## config.mk

```make
export PLATFORM = sky130hd
export DESIGN_NAME = btn_conditioner
export DESIGN_NICKNAME = d
export VERILOG_FILES = /design/src/rtl/btn_pkg.sv /design/src/rtl/sync_2ff.sv /design/src/rtl/btn_conditioner.sv
export SDC_FILE = /design/constraint.sdc
export NUM_CORES = 1
export LEC_CHECK = 0
export ABC_AREA = 1
export BUFFER_PORTS_ARGS = -buffer_cell sky130_fd_sc_hd__buf_2
export CORE_MARGIN = 2
export CORE_UTILIZATION = 40
export DETAILED_ROUTE_END_ITERATION = 6
export SLEW_MARGIN = 30
export SYNTH_ARGS = -nofsm -noshare
export SYNTH_HDL_FRONTEND = slang
export SYNTH_SLANG_ARGS = --single-unit
```

## constraint.sdc

```tcl
create_clock -name clk -period 5.41 [get_ports clk]
set_input_delay 0.2705 -clock clk [delete_from_list [all_inputs] [get_ports clk]]
set_output_delay 0.2705 -clock clk [all_outputs]
set_load 0.05 [all_outputs]
```

## src/rtl/btn_pkg.sv

```systemverilog
// Shared types and 12 MHz default timing for the push-button front end.
package btn_pkg;

  typedef enum logic [1:0] {
    IDLE,
    PRESSED,
    REPEAT
  } btn_state_t;

  localparam int BTN_DEBOUNCE_CYCLES = 240_000;
  localparam int BTN_HOLD_CYCLES     = 6_000_000;
  localparam int BTN_REPEAT_CYCLES   = 1_200_000;

endpackage

```

## src/rtl/sync_2ff.sv

```systemverilog
// Generic two-flop synchroniser for asynchronous board inputs.
module sync_2ff (
  input  logic clk,
  input  logic rst,
  input  logic d,
  output logic q
);

  logic sync1_q, sync1_d;
  logic sync2_q, sync2_d;

  always_comb begin
    sync1_d = d;
    sync2_d = sync1_q;
  end

  always_ff @(posedge clk) begin
    if (rst) begin
      sync1_q <= 1'b0;
      sync2_q <= 1'b0;
    end else begin
      sync1_q <= sync1_d;
      sync2_q <= sync2_d;
    end
  end

  assign q = sync2_q;

endmodule

```

## src/rtl/btn_conditioner.sv

```systemverilog
// Push-button conditioner: sync, debounce, press/release events and
// auto-repeat step stream for the digit counter.
module btn_conditioner
  import btn_pkg::*;
#(
  parameter int DEBOUNCE_CYCLES = BTN_DEBOUNCE_CYCLES,
  parameter int HOLD_CYCLES     = BTN_HOLD_CYCLES,
  parameter int REPEAT_CYCLES   = BTN_REPEAT_CYCLES
) (
  input  logic clk,
  input  logic rst,
  input  logic btn_raw,
  output logic btn_level,
  output logic press_pulse,
  output logic release_pulse,
  output logic step_pulse,
  output logic long_hold
);

  localparam int DW = $clog2(DEBOUNCE_CYCLES);
  localparam int HW = $clog2(HOLD_CYCLES);
  localparam int RW = $clog2(REPEAT_CYCLES);
  localparam logic [DW-1:0] DEB_MAX  = DW'(DEBOUNCE_CYCLES - 1);
  localparam logic [HW-1:0] HOLD_MAX = HW'(HOLD_CYCLES - 1);
  localparam logic [RW-1:0] REP_MAX  = RW'(REPEAT_CYCLES - 1);

  logic btn_sync;

  sync_2ff u_sync (
    .clk (clk),
    .rst (rst),
    .d   (btn_raw),
    .q   (btn_sync)
  );

  btn_state_t    state_q, state_d;
  logic [DW-1:0] deb_cnt_q, deb_cnt_d;
  logic [HW-1:0] hold_cnt_q, hold_cnt_d;
  logic [RW-1:0] rep_cnt_q, rep_cnt_d;
  logic          level_q, level_d;
  logic          press_q, press_d;
  logic          release_q, release_d;
  logic          step_q, step_d;
  logic          long_hold_q, long_hold_d;
  logic          rise, fall;

  always_comb begin
    deb_cnt_d = deb_cnt_q;
    level_d   = level_q;
    rise      = 1'b0;
    fall      = 1'b0;
    if (btn_sync == level_q) begin
      deb_cnt_d = '0;
    end else if (deb_cnt_q == DEB_MAX) begin
      level_d   = btn_sync;
      deb_cnt_d = '0;
      rise      = btn_sync;
      fall      = ~btn_sync;
    end else begin
      deb_cnt_d = deb_cnt_q + 1'b1;
    end
  end

  // An accepted fall always beats a coincident hold/repeat expiry.
  always_comb begin
    state_d    = state_q;
    hold_cnt_d = hold_cnt_q;
    rep_cnt_d  = rep_cnt_q;
    press_d    = 1'b0;
    release_d  = 1'b0;
    step_d     = 1'b0;
    unique case (state_q)
      IDLE: begin
        if (rise) begin
          state_d    = PRESSED;
          hold_cnt_d = '0;
          press_d    = 1'b1;
          step_d     = 1'b1;
        end
      end
      PRESSED: begin
        if (fall) begin
          state_d   = IDLE;
          release_d = 1'b1;
        end else if (hold_cnt_q == HOLD_MAX) begin
          state_d   = REPEAT;
          step_d    = 1'b1;
          rep_cnt_d = '0;
        end else begin
          hold_cnt_d = hold_cnt_q + 1'b1;
        end
      end
      REPEAT: begin
        if (fall) begin
          state_d   = IDLE;
          release_d = 1'b1;
        end else if (rep_cnt_q == REP_MAX) begin
          step_d    = 1'b1;
          rep_cnt_d = '0;
        end else begin
          rep_cnt_d = rep_cnt_q + 1'b1;
        end
      end
      default: state_d = IDLE;
    endcase
    long_hold_d = (state_d == REPEAT);
  end

  always_ff @(posedge clk) begin
    if (rst) begin
      state_q     <= IDLE;
      deb_cnt_q   <= '0;
      hold_cnt_q  <= '0;
      rep_cnt_q   <= '0;
      level_q     <= 1'b0;
      press_q     <= 1'b0;
      release_q   <= 1'b0;
      step_q      <= 1'b0;
      long_hold_q <= 1'b0;
    end else begin
      state_q     <= state_d;
      deb_cnt_q   <= deb_cnt_d;
      hold_cnt_q  <= hold_cnt_d;
      rep_cnt_q   <= rep_cnt_d;
      level_q     <= level_d;
      press_q     <= press_d;
      release_q   <= release_d;
      step_q      <= step_d;
      long_hold_q <= long_hold_d;
    end
  end

  assign btn_level     = level_q;
  assign press_pulse   = press_q;
  assign release_pulse = release_q;
  assign step_pulse    = step_q;
  assign long_hold     = long_hold_q;

endmodule

```

==> run summary <==
The worst hold-check path type is input port to flop. At the worst endpoint, the arrival time is 2.94 ns. After synthesis, the netlist uses 36 different library cells. Synthesis produced 706 cells. The ratio of total power to cell area is 208.7 nW/um^2, and the TritonCTS sink count is 71. The register-to-register setup slack was 2.77 ns; the insertion delay to the later sink of the worst-skew pair was 0.36 ns. Net switching is 23.12% of the power. The setup path with the least slack is of type flop to flop.

Detailed routing inserted a total of 4200 vias. During synthesis, Yosys emitted a total of 0 warnings. The worst setup path is captured at a flop.

The logs give 36 for the pin count of the biggest net entering global routing and 10750 sq um for the core outline area. In the final design database the tool counted 717 nets. Setup repair after global routing left no endpoint under its margin. Subtracting the final worst setup slack from the clock period gives 2.643 ns.

Total length of routed wires: 10490 um. TritonCTS built the clock tree. The run gives 38 as the number of rows in the core area. The worst setup path is launched from a flop. The highest fanout seen on the critical path was 34.

The logs give 716 for the net count of the mapped netlist and 3815 for the number of global-route vias before repair. The library cell used as clock root buffer was sky130_fd_sc_hd__clkbuf_8. The number of hold-slack violations in the final timing report is 0. In this run the count of I/O pins placed on the die edge is 8. The max-slew violation total from the final report was 0; the total routing resource utilization after global routing was 19.30%. Headroom to the max-slew limit came out at 40.87%. After synthesis, the mean cell area works out to 6.182 sq um.

For the cell area after placement, the log shows 4487 sq um. For the residual antenna-violating net count after detailed routing, the log shows 0. The worst supply voltage drop on vdd came out at 0.2080 mV. For the first-iteration detailed-routing DRC count, the log shows 283. Sequential elements use 32.57% of the synthesized area.

The run gives 0 as the number of setup buffers added after CTS. Measured along the y axis, the die boundary spans 108.5 um. The detail-routed net length per standard cell was 12.31 um; the transition time at the pin with the least slew margin was 0.8835 ns. For this run, the top clock speed supported by timing is 0.3783 GHz. Setup violations remaining at the end of the flow were counted as 0. In this run, post-CTS repair resized a total of 0 instances. The die boundary width came out at 108.5 um. Using the TritonRoute via totals, the vias-per-cell ratio works out to 4.930.

The clock tree synthesis step divided the H-tree into 3 levels. The first detailed-routing pass ran for 4 iterations. TritonCTS created 9 clock buffers. After routing the design area is 4686 sq um. Data on the critical path is required at its endpoint by 5.70 ns. The run finished with clean final reports. Hold repair after CTS inserted 0 buffers.

The final clock period utilization by the worst path came out at 48.86%. Hold is met by 0.1364 ns. Relative to the synthesized area, the layout overhead comes to 7.368%.

The run gives 0.001768 uW as the static leakage power. The run gives 7741 um as the detailed placement HPWL. The repair_antennas step left the layout with diodes totalling 0. Combinational cells account for 1.5% of the total power. The starting utilization of the core area is 40.61%, and the register clock-pin slew on the reported worst setup and hold paths is 0.08 ns. The tool flagged a number of max-cap violations equal to 0. The overflow left after global routing is 0, and the register bit total from synthesis is 71. Initial antenna violation count: 0.

The clock network is responsible for 44.9% of the overall power. The final sum of negative setup slack came out at 0 ns. The clock skew was 0.01416 ns. Summed over all nets, the switching power comes to 226.1 uW. For the power share of the sequential group, the log shows 53.5%. After detailed routing, the number of remaining DRC violations is 0. In this run the cell area of the synthesized design comes to 4364 sq um.

Routability-driven placement finished with a final weighted congestion of 0.8499. The wire length of the first global-routing pass is 17800 um, and the number of buffers inserted by port buffering is 7. In this run the deepest clock path goes through 2 buffers. Share of cells above drive strength 1: 7.303%. The internal power of the cells totals 751.9 uW. The die covers 11760 sq um.
[path summary, 6_finish.rpt]
path	cells past startpoint	endpoint	start
worst min register to register	2	u_sync.q	u_sync.sync1_q
worst max register to register	8	hold_cnt_q[11]	state_q[1]
worst max-delay path	8	hold_cnt_q[11]	state_q[1]
worst min-delay path	3	u_sync.sync1_q	btn_raw
[cell usage after synthesis]
cell                         n  area share, %
sky130_fd_sc_hd__nand2_1   201             17
sky130_fd_sc_hd__nor2_1    123             11
sky130_fd_sc_hd__inv_1      83            7.1
sky130_fd_sc_hd__nand3_1    72            8.3
sky130_fd_sc_hd__dfxtp_1    71             33
sky130_fd_sc_hd__a21oi_1    33            3.8
sky130_fd_sc_hd__xor2_1     21            4.2
sky130_fd_sc_hd__nand4_1    12            1.7
sky130_fd_sc_hd__o21ai_0    12            1.4
sky130_fd_sc_hd__clkbuf_1    9           0.77
sky130_fd_sc_hd__nand2_2     8            1.1
sky130_fd_sc_hd__nor3_1      8           0.92
sky130_fd_sc_hd__ha_1        7            2.0
sky130_fd_sc_hd__a21oi_2     4           0.80
sky130_fd_sc_hd__buf_2       4           0.46
sky130_fd_sc_hd__inv_2       4           0.34
sky130_fd_sc_hd__nand3_2     4           0.92
sky130_fd_sc_hd__buf_4       3           0.52
sky130_fd_sc_hd__nand3b_1    3           0.52
sky130_fd_sc_hd__nor2_2      3           0.43
sky130_fd_sc_hd__nor2_4      3           0.77
sky130_fd_sc_hd__xnor2_1     3           0.60
sky130_fd_sc_hd__o21bai_1    2           0.34
sky130_fd_sc_hd__a211oi_1    1           0.17
sky130_fd_sc_hd__a21o_1      1           0.17
sky130_fd_sc_hd__and3_1      1           0.14
sky130_fd_sc_hd__buf_6       1           0.26
sky130_fd_sc_hd__clkinv_1    1          0.086
sky130_fd_sc_hd__nand4_2     1           0.29
sky130_fd_sc_hd__nor3_2      1           0.23
sky130_fd_sc_hd__nor3b_1     1           0.17
sky130_fd_sc_hd__o211ai_1    1           0.17
sky130_fd_sc_hd__o21a_1      1           0.17
sky130_fd_sc_hd__o21ai_4     1           0.37
sky130_fd_sc_hd__or2_2       1           0.14
sky130_fd_sc_hd__or3_1       1           0.14
[logic make-up (layout without fill, tap and decap cells)]
group / after synthesis / after routing / share of synthesized area, %
compound gates: 56 / 56 / 7.368
xor+xnor: 24 / 24 / 4.817
fa+ha+maj: 7 / 7 / 2.007
buf+inv: 105 / 111 / 9.575
flops: 71 / 71 / 32.57
simple gates: 443 / 443 / 43.66
[flip-flops by register name, indices dropped and copies added (netlist names)]
signal	flops
u_sync.sync1_q	1
long_hold	1
rep_cnt_q	21
release_pulse	1
press_pulse	1
btn_level	1
hold_cnt_q	23
step_pulse	1
deb_cnt_q	18
state_q	2
u_sync.q	1
[power by group through the flow]
stage	logic, uW	clock network, uW	registers, uW
floorplan	11.1	0	536
global placement	14.8	0	536
detailed placement	15.1	0	536
CTS	15.1	457	523
global route	17.3	476	524
finish	15.0	440	523
[cell type report]
cell class / count / area, sq um
multi-input combinational: 530 / 2525
clock inverter: 5 / 57.56
sequential: 71 / 1421
timing repair buffer: 7 / 35.03
inverter: 88 / 330.3
fill: 1185 / 6060
clock buffer: 11 / 141.4
tap: 140 / 175.2
[critical path: stages (launching register included)]
cell	delay (ns)
sky130_fd_sc_hd__dfxtp_1	0.35
sky130_fd_sc_hd__inv_1	0.10
sky130_fd_sc_hd__ha_1	0.56
sky130_fd_sc_hd__inv_1	0.41
sky130_fd_sc_hd__nand2_1	0.17
sky130_fd_sc_hd__nand2_2	0.39
sky130_fd_sc_hd__nand2_2	0.38
sky130_fd_sc_hd__nand2_1	0.09
sky130_fd_sc_hd__a21oi_1	0.13
[routing by layer]
metal  routed length (um)  share of wire (%)  vias to the layer above  global-route usage, %
li1                     -                  -                     2211                      -
met1                 5072                 48                     1919                  25.09
met2                 4986                 48                       56                  31.34
met3                  274                2.6                       14                  4.340
met4                  153                1.5                        0                  6.960
met5                    0                  0                        -                      0
[cell usage in the layout, fill, tap and decap left out, types with 2 or more instances in the layout]
cell type / Yosys / layout
sky130_fd_sc_hd__xnor2_1: 3 / 3
sky130_fd_sc_hd__ha_1: 7 / 7
sky130_fd_sc_hd__inv_2: 4 / 4
sky130_fd_sc_hd__clkinv_2: 0 / 2
sky130_fd_sc_hd__buf_2: 4 / 7
sky130_fd_sc_hd__inv_1: 83 / 83
sky130_fd_sc_hd__nor3_1: 8 / 8
sky130_fd_sc_hd__nand4_1: 12 / 12
sky130_fd_sc_hd__nor2_1: 123 / 123
sky130_fd_sc_hd__clkbuf_8: 0 / 10
sky130_fd_sc_hd__xor2_1: 21 / 21
sky130_fd_sc_hd__nor2_2: 3 / 3
sky130_fd_sc_hd__nand2_1: 201 / 201
sky130_fd_sc_hd__nand2_2: 8 / 8
sky130_fd_sc_hd__o21ai_0: 12 / 12
sky130_fd_sc_hd__a21oi_1: 33 / 33
sky130_fd_sc_hd__nand3_1: 72 / 72
sky130_fd_sc_hd__a21oi_2: 4 / 4
sky130_fd_sc_hd__nand3_2: 4 / 4
sky130_fd_sc_hd__nor2_4: 3 / 3
sky130_fd_sc_hd__clkinv_4: 0 / 2
sky130_fd_sc_hd__dfxtp_1: 71 / 71
sky130_fd_sc_hd__o21bai_1: 2 / 2
sky130_fd_sc_hd__nand3b_1: 3 / 3
[per-stage QoR]
step	setup slack [ns]	total power, uW	std cells	utilization [%]
CTS	2.798	995.6	852	43.61
floorplan	3.644	546.7	706	-
global placement	2.847	550.5	836	41.76
finish	2.767	978.1	852	43.61
detailed placement	2.817	550.8	836	41.76
global route	2.480	1017	852	43.61
Power figures use the tool's default switching activity.
